--- src/rtl/lcd_pkg.sv ---
// Shared definitions for the LCD bus scheduler: state encoding, HD44780
// command bytes and the long-wait command classifier.
package lcd_pkg;

  localparam int unsigned LCD_CNT_W = 24;

  typedef enum logic [2:0] {
    ST_PWRUP,
    ST_IDLE,
    ST_SETUP,
    ST_EN_HI,
    ST_HOLD,
    ST_WAIT
  } lcd_state_e;

  localparam logic [7:0] LCD_CMD_FUNC_SET = 8'h38;
  localparam logic [7:0] LCD_CMD_DISP_ON  = 8'h0C;
  localparam logic [7:0] LCD_CMD_ENTRY    = 8'h06;
  localparam logic [7:0] LCD_CMD_CLEAR    = 8'h01;
  localparam logic [7:0] LCD_CMD_LINE1    = 8'h80;
  localparam logic [7:0] LCD_CMD_LINE2    = 8'hC0;

  // Clear (0x01) and return-home (0x02/0x03) need the long post-write wait.
  function automatic logic is_long_cmd(input logic rs, input logic [7:0] data);
    return !rs && (data[7:2] == 6'd0);
  endfunction

endpackage

--- src/rtl/lcd_phase_timer.sv ---
// Loadable down-counter shared by every bus phase; loading N makes done
// rise on the Nth cycle after the load edge.
module lcd_phase_timer
  import lcd_pkg::*;
#(
  parameter int unsigned RST_COUNT = 1
) (
  input  logic                 clk,
  input  logic                 rst,
  input  logic                 load,
  input  logic [LCD_CNT_W-1:0] load_val,
  output logic                 done
);

  logic [LCD_CNT_W-1:0] cnt_q, cnt_d;

  // NOTE: every always_comb output gets a value on every path, so no latch is inferred.
  always_comb begin
    cnt_d = cnt_q;
    if (load) begin
      cnt_d = load_val - LCD_CNT_W'(1);
    end else if (cnt_q != '0) begin
      cnt_d = cnt_q - LCD_CNT_W'(1);
    end
  end

  // NOTE: sequential state is written with non-blocking assignments only.
  always_ff @(posedge clk or posedge rst) begin
    if (rst) begin
      cnt_q <= LCD_CNT_W'(RST_COUNT - 1);
    end else begin
      cnt_q <= cnt_d;
    end
  end

  assign done = (cnt_q == '0);

endmodule

--- src/rtl/lcd_bus_scheduler.sv ---
// Round-robin arbiter for two LCD write requesters, turning each grant into
// one timed HD44780 bus cycle (setup, enable pulse, hold, busy wait).
module lcd_bus_scheduler
  import lcd_pkg::*;
#(
  parameter int unsigned T_POWERUP    = 750000,
  parameter int unsigned T_SETUP      = 4,
  parameter int unsigned T_EN_HIGH    = 25,
  parameter int unsigned T_HOLD       = 4,
  parameter int unsigned T_WAIT_SHORT = 2500,
  parameter int unsigned T_WAIT_LONG  = 100000
) (
  input  logic       clk,
  input  logic       rst,
  input  logic       req0,
  input  logic       rs0,
  input  logic [7:0] data0,
  output logic       ack0,
  input  logic       req1,
  input  logic       rs1,
  input  logic [7:0] data1,
  output logic       ack1,
  output logic       busy,
  output logic       lcd_rs,
  output logic       lcd_rw,
  output logic       lcd_en,
  output logic [7:0] lcd_data
);

  localparam logic [LCD_CNT_W-1:0] L_SETUP = LCD_CNT_W'(T_SETUP);
  localparam logic [LCD_CNT_W-1:0] L_EN    = LCD_CNT_W'(T_EN_HIGH);
  localparam logic [LCD_CNT_W-1:0] L_HOLD  = LCD_CNT_W'(T_HOLD);
  localparam logic [LCD_CNT_W-1:0] L_SHORT = LCD_CNT_W'(T_WAIT_SHORT);
  localparam logic [LCD_CNT_W-1:0] L_LONG  = LCD_CNT_W'(T_WAIT_LONG);

  lcd_state_e           state_q, state_d;
  logic                 last_grant_q, last_grant_d;
  logic                 lcd_rs_q, lcd_rs_d;
  logic [7:0]           lcd_data_q, lcd_data_d;
  logic                 lcd_en_q, lcd_en_d;
  logic                 ack0_q, ack0_d;
  logic                 ack1_q, ack1_d;
  logic                 busy_q, busy_d;
  logic                 grant1;
  logic                 tmr_load;
  logic [LCD_CNT_W-1:0] tmr_val;
  logic                 tmr_done;

  // Reset preloads the timer so power-up needs no explicit load.
  lcd_phase_timer #(.RST_COUNT(T_POWERUP)) u_timer (
    .clk      (clk),
    .rst      (rst),
    .load     (tmr_load),
    .load_val (tmr_val),
    .done     (tmr_done)
  );

  always_comb begin
    state_d      = state_q;
    last_grant_d = last_grant_q;
    lcd_rs_d     = lcd_rs_q;
    lcd_data_d   = lcd_data_q;
    lcd_en_d     = lcd_en_q;
    ack0_d       = 1'b0;
    ack1_d       = 1'b0;
    tmr_load     = 1'b0;
    tmr_val      = L_SETUP;
    // With both requesting, last_grant=1 hands the bus to requester 0.
    grant1       = req1 && (!req0 || !last_grant_q);

    unique case (state_q)
      ST_PWRUP: if (tmr_done) state_d = ST_IDLE;
      ST_IDLE: begin
        if (req0 || req1) begin
          last_grant_d = grant1;
          lcd_rs_d     = grant1 ? rs1 : rs0;
          lcd_data_d   = grant1 ? data1 : data0;
          ack0_d       = !grant1;
          ack1_d       = grant1;
          tmr_load     = 1'b1;
          tmr_val      = L_SETUP;
          state_d      = ST_SETUP;
        end
      end
      ST_SETUP: begin
        if (tmr_done) begin
          lcd_en_d = 1'b1;
          tmr_load = 1'b1;
          tmr_val  = L_EN;
          state_d  = ST_EN_HI;
        end
      end
      ST_EN_HI: begin
        if (tmr_done) begin
          lcd_en_d = 1'b0;
          tmr_load = 1'b1;
          tmr_val  = L_HOLD;
          state_d  = ST_HOLD;
        end
      end
      ST_HOLD: begin
        if (tmr_done) begin
          tmr_load = 1'b1;
          tmr_val  = is_long_cmd(lcd_rs_q, lcd_data_q) ? L_LONG : L_SHORT;
          state_d  = ST_WAIT;
        end
      end
      ST_WAIT: if (tmr_done) state_d = ST_IDLE;
      default: state_d = ST_PWRUP;
    endcase

    busy_d = (state_d != ST_IDLE);
  end

  always_ff @(posedge clk or posedge rst) begin
    if (rst) begin
      state_q      <= ST_PWRUP;
      last_grant_q <= 1'b1;
      lcd_rs_q     <= 1'b0;
      lcd_data_q   <= 8'h00;
      lcd_en_q     <= 1'b0;
      ack0_q       <= 1'b0;
      ack1_q       <= 1'b0;
      busy_q       <= 1'b1;
    end else begin
      state_q      <= state_d;
      last_grant_q <= last_grant_d;
      lcd_rs_q     <= lcd_rs_d;
      lcd_data_q   <= lcd_data_d;
      lcd_en_q     <= lcd_en_d;
      ack0_q       <= ack0_d;
      ack1_q       <= ack1_d;
      busy_q       <= busy_d;
    end
  end

  assign ack0     = ack0_q;
  assign ack1     = ack1_q;
  assign busy     = busy_q;
  assign lcd_rs   = lcd_rs_q;
  assign lcd_rw   = 1'b0;
  assign lcd_en   = lcd_en_q;
  assign lcd_data = lcd_data_q;

endmodule

--- config.mk ---
export PLATFORM = sky130hd
export DESIGN_NAME = lcd_bus_scheduler
export DESIGN_NICKNAME = d
export VERILOG_FILES = /design/src/rtl/lcd_pkg.sv /design/src/rtl/lcd_phase_timer.sv /design/src/rtl/lcd_bus_scheduler.sv
export SDC_FILE = /design/constraint.sdc
export NUM_CORES = 1
export LEC_CHECK = 0
export BUFFER_PORTS_ARGS = -buffer_cell sky130_fd_sc_hd__buf_2
export CORE_ASPECT_RATIO = 1.25
export CORE_MARGIN = 3
export CORE_UTILIZATION = 30
export DETAILED_ROUTE_END_ITERATION = 12
export GPL_TIMING_DRIVEN = 1
export HOLD_SLACK_MARGIN = 0.02
export PLACE_DENSITY = 0.55
export SYNTH_ARGS = -nofsm -noshare
export SYNTH_HDL_FRONTEND = slang
export SYNTH_SLANG_ARGS = --single-unit
--- constraint.sdc ---
create_clock -name clk -period 3.1 [get_ports clk]
set_clock_uncertainty 0.1 [all_clocks]
set_input_delay 0.31 -clock clk [delete_from_list [all_inputs] [get_ports clk]]
set_output_delay 0.31 -clock clk [all_outputs]
set_load 0.01 [all_outputs]
* Word level (Yosys, flattened, before mapping)
Cells that the tools add are included.
** Word-level totals
- Flip-flop bits (word level) :: 41
- Output and inout port bits :: 14
- Word-level logic and storage cells :: 61
- Input port bits :: 22
** Operators by class
- Add/sub/neg operators :: 2
- Reductions and logical operators :: 18
- Eq/ne operators :: 8
- Muxes and demuxes :: 24
** Operators by type and width (number)
- $mux W24 :: 2
- $mux W17 :: 2
- $pmux W17 S2 :: 1
- $logic_not A24 Y1 :: 1
- $reduce_bool A24 Y1 :: 1
- $sub A24 B1 Y24 const B :: 1
- $sub A17 B1 Y18 const B :: 1
- $mux W3 :: 5
- $pmux W3 S5 :: 1
- $mux W1 :: 9
- $mux W8 :: 1
- $eq A3 B2 Y1 const B :: 2
- $eq A3 B3 Y1 const B :: 2
- $logic_not A6 Y1 :: 1
- $mux W5 :: 1
- $logic_not A1 Y1 :: 4
- $ne A2 B2 Y1 const B :: 2
- $pmux W1 S2 :: 2
- $reduce_bool A2 Y1 :: 2
- $eq A3 B1 Y1 const B :: 1
- $logic_not A3 Y1 :: 1
- $ne A3 B1 Y1 const B :: 1
- $reduce_and A3 Y1 :: 1
- $reduce_or A3 Y1 :: 1
- other kinds (4) :: 6

* Logic depth before layout (Yosys ltp)
- Word-level depth :: 7
- Gate-level depth with buffers :: 11
- Gate-level depth less buffers :: 11

* Modules after synthesis
Synthesis repeated with hierarchy kept, for this count alone.
** Second synthesis, totals
- Cell total of the unflattened synthesis :: 273
- Area, all modules :: 2805.2 um^2
** By module, submodules not included
- lcd_phase_timer :: area an instance 1864.3 um^2, instances 1, cells an instance 187
- lcd_bus_scheduler :: area an instance 940.9 um^2, instances 1, cells an instance 86

* Least setup slack after synthesis
OpenSTA, ideal clock, no wires.
- Path type :: flip-flop to flip-flop
- Start :: reg u_timer.cnt_q[4]
- End :: reg u_timer.cnt_q[8]
- Data arrival time :: 2.856 ns
- Clock period less this slack :: 3.040 ns
- Required time :: 2.916 ns
- Library setup time :: 0.084 ns
- Slack :: 0.060 ns
- Path buffers :: 1
- Stages on the path, launching flop included :: 11
- Path through :: dfrtp_1 or4_1 clkbuf_2 nor4_4 nand2_1 or3_1 ha_1 inv_1 nor2_1 and2_1 a311o_1
** Between the ends
- Word-level cells in the longest chain between the ends :: 5
- Elaborated cells on any way between the ends :: 12
** Ends and longest elaborated chain
- start: declaration :: RTL line lcd_phase_timer.sv:15 : logic [LCD_CNT_W-1:0] cnt_q, cnt_d;
- start signal: assignment :: RTL line lcd_phase_timer.sv:30 : cnt_q <= LCD_CNT_W'(RST_COUNT - 1);
- start signal: assignment :: RTL line lcd_phase_timer.sv:32 : cnt_q <= cnt_d;
- $logic_not A24 Y1 :: RTL line lcd_phase_timer.sv:36 : assign done = (cnt_q == '0);
- $mux W17 / $mux W5 (equally long branches) :: RTL line lcd_bus_scheduler.sv:102, lcd_bus_scheduler.sv:86
- $pmux W17 S2 :: RTL line lcd_bus_scheduler.sv:71 : unique case (state_q)
- $sub A17 B1 Y18 :: RTL line lcd_phase_timer.sv:21 : cnt_d = load_val - LCD_CNT_W'(1);
- $mux W24 :: RTL line lcd_phase_timer.sv:20 : if (load) begin
Parallel ways exist; a longest one is shown, timed or not. The select of a mux whose other input is x is not followed.
A chain may end at the register's enable or synchronous reset.

* Worst setup path after layout
Same ends and word-level chain as after synthesis.

==> flow_summary.toml <==
[synthesis]
yosysSeqAreaShare_pct = 41.5
synth_edf_count = 0
syn_nets = 292
syn-cell-area_mm2 = 0.00251
synthArstFlopShare_pct = 100
syn_avg_cell_area_um2 = 9.49
synthDistinctLibCells = 62
yosysWarnings = 0
ys_ff_latch = 41
synth_top_area_share_pct = 25.9
synth_ff_type = "dfrtp_1"
netlist_instances = 265
yosys.area.top_type = "dfrtp_1"
synthTopCellsByArea = "dfrtp_1 26%, dfstp_2 16%, a222oi_1 3.6%"

[floorplan]
rows = 36
initial_core_util_pct = 31.5
die_h_um = 108
io_pins = 36
die-area_mm2 = 0.00952
die_w_um = 87.9
core_mm2 = 0.00797

[clocking]
root_buffer = "clkbuf_8"
clk_latency_ns = 0.30
cts-buffers-inserted = 5
h-tree-depth = 2
clkTransAtPathRegs_ns = 0.08
cts_tree = "built"
cts.sinks = 41
cts_hold_buf = 0
clockBufferDepth = 2

[setup_path]
cp.arrival_ns = 3.07
r2r_slack_ns = 0.16
worstPathRequired_ns = 3.23
reg2regPathDepth = 9
r2r-start = "u_timer.cnt_q[4]"
slowest_stage = "or4_1"
r2r_end = "u_timer.cnt_q[8]"
worstSetupStartpointType = "flip-flop"
path_max_fanout = 6
crit_chain = "or4_1 -> nor4_4 -> nand2_1 -> or3_1 -> ha_1 -> inv_1 -> nor2_1 -> and2_1 -> a311o_1"
cp-end-kind = "flip-flop"
critPathKind = "reg -> reg"
critPathMaxStageDelay_ns = 0.69

[placement]
gp_congestion = 0.851
post-place-ws_ns = 0.159
dpl_cell_area_mm2 = 0.00279
port_buffers = 34
place_hpwl_mm = 4.82
dp_cells = 387

[layout]
final_cell_mix = "34 x buf_2, 26 x dfrtp_1, 16 x a21oi_1"
design_area_mm2 = 0.00289
mostFrequentLayoutCell = "buf_2"
multi_input_area_mm2 = 0.00133
fin_cells = 395
nFillCells = 818
n_antenna_cell = 0
finalNetCount = 326
drive_gt1_share_pct = 26.3
seq_area_mm2 = 0.00104
syn_to_final_growth_pct = 14.9

[pwr]
p_per_area_mw_per_mm2 = 324
vdd_drop_max_uv = 147
leakagePower_nw = 1.34

[sta]
rsz0062_at_grt = "no"
slew_headroom_pct = 35.0
fin_crit_sh_pct = 94.9
fmax_ghz = 0.340
finalMaxSlewViolations = 0
fin_tns_setup_ns = 0
fin_crit_ns = 2.94
tightest_slew_ns = 0.969
fin_ws_ns = 0.159
final_hold_viol_count = 0
setup-violations-final = 0

[global_routing]
grt_overflow_total = 0
grt_pass1_wl_mm = 10.8
antenna_found_initial = 0
grt_pass1_vias = 2121
track_usage_pct = 14.4
grt_max_degree = 28

[route]
drc_errors = 0
vias = 2164
drtPass1Iterations = 5
drtIter0Drc = 126
viasPerCell = 5.48
wl_mm = 6.54
wl_per_cell_um = 16.6
ant_nets = 0

[outcome]
status = "complete, no violations"

[job]
max-cap-violations = 0

[worst_hold_path]
hold_class = "in -> async"
[cells in the mapped netlist, drive strengths merged, types with 2 or more instances]
master  instances
nand2          12
dfrtp          26
o31ai           5
o21a            3
nand3           6
ha              5
nor2b           3
a21oi          17
o41ai           2
nor2           16
a31oi           2
a41o            2
clkbuf         12
nor4            9
a22oi           2
nor3           12
a21o            2
or2             4
and2            2
nand2b          4
or4             7
a211oi          7
o21ai          10
and3            4
o211ai          2
mux2i           2
buf             5
dfstp          15
xor2            3
o31a            2
a222oi          9
inv            16
nand4           2
or3             8
xnor2           8
a21boi          4
[worst max-delay path by stage]
stage                     start                to  slack [ns]  cells after the start
2_1_floorplan  u_timer.cnt_q[4]  u_timer.cnt_q[8]        0.06                     10
3_3_place_gp   u_timer.cnt_q[4]  u_timer.cnt_q[5]        0.20                      5
3_5_place_dp   u_timer.cnt_q[4]  u_timer.cnt_q[8]        0.16                      9
4_1_cts        u_timer.cnt_q[4]  u_timer.cnt_q[8]        0.15                      9
5_1_grt        u_timer.cnt_q[4]  u_timer.cnt_q[6]       0.004                      8
6_report       u_timer.cnt_q[4]  u_timer.cnt_q[8]        0.16                      9
[cell families after synthesis]
kind of cell	synth area share, %
AOI/OAI and AO/OA	23.6
xor gates and xnor gates	3.83
adders and majority gates	2.49
buffers and inverters	5.82
DFF	41.5
muxes	0.796
other	0.149
and+or+nand+nor	21.8
[through the flow]
step | power (W) | util [%] | hold WS, ns
3_3_place_gp | 0.000572 | 35.0 | 0.363
5_1_grt | 0.000971 | 36.2 | 0.0575
4_1_cts | 0.000945 | 36.2 | 0.0364
6_report | 0.000936 | 36.2 | 0.00731
2_1_floorplan | 0.000555 | - | 0.335
3_5_place_dp | 0.000572 | 35.0 | 0.361
[registers in the layout (all words and copies together), names as in the netlist]
register       cells
lcd_data           8
state_q            3
u_timer.cnt_q     24
ack0               1
last_grant_q       1
lcd_en             1
ack1               1
lcd_rs             1
busy               1
[power breakdown]
part / switching (W) / total (W) / internal (W)
clock network: 0.000192 / 0.000374 / 0.000182
registers: 0 / 0.000535 / 0.000535
logic: 0.0000155 / 0.0000259 / 0.0000104
total: 0.000208 / 0.000936 / 0.000728
[final cells by class]
class / count / area share (%)
Tap cell: 95 / 4.11
Timing Repair Buffer: 44 / 8.49
Clock buffer: 8 / 3.12
Multi-Input combinational cell: 191 / 46.0
Inverter: 16 / 2.08
Sequential cell: 41 / 36.2
[worst max-delay path, delay by kind of cell, from the launching register on]
family                     cells  cell delay (ns)
adders and majority gates      1             0.22
DFF                            1             0.41
AOI/OAI and AO/OA              1             0.31
buffers and inverters          1             0.08
and+or+nand+nor                6             1.74
[metal layers]
layer  track usage (%)  vias to the layer above  wire [um]
met1              18.2                     1007       2780
li1                  -                     1067          -
met4              4.71                        0        107
met3              2.67                        8        397
met2              24.7                       82       3260
met5                 0                        -          0
[what timing repair did]
item | 4_1_cts | 5_1_grt
buffers inserted | 0 | 0
resized for setup | 0 | 1
setup endpoints to repair | 0 | 3
Note: power is estimated with default switching activity, not from simulation.
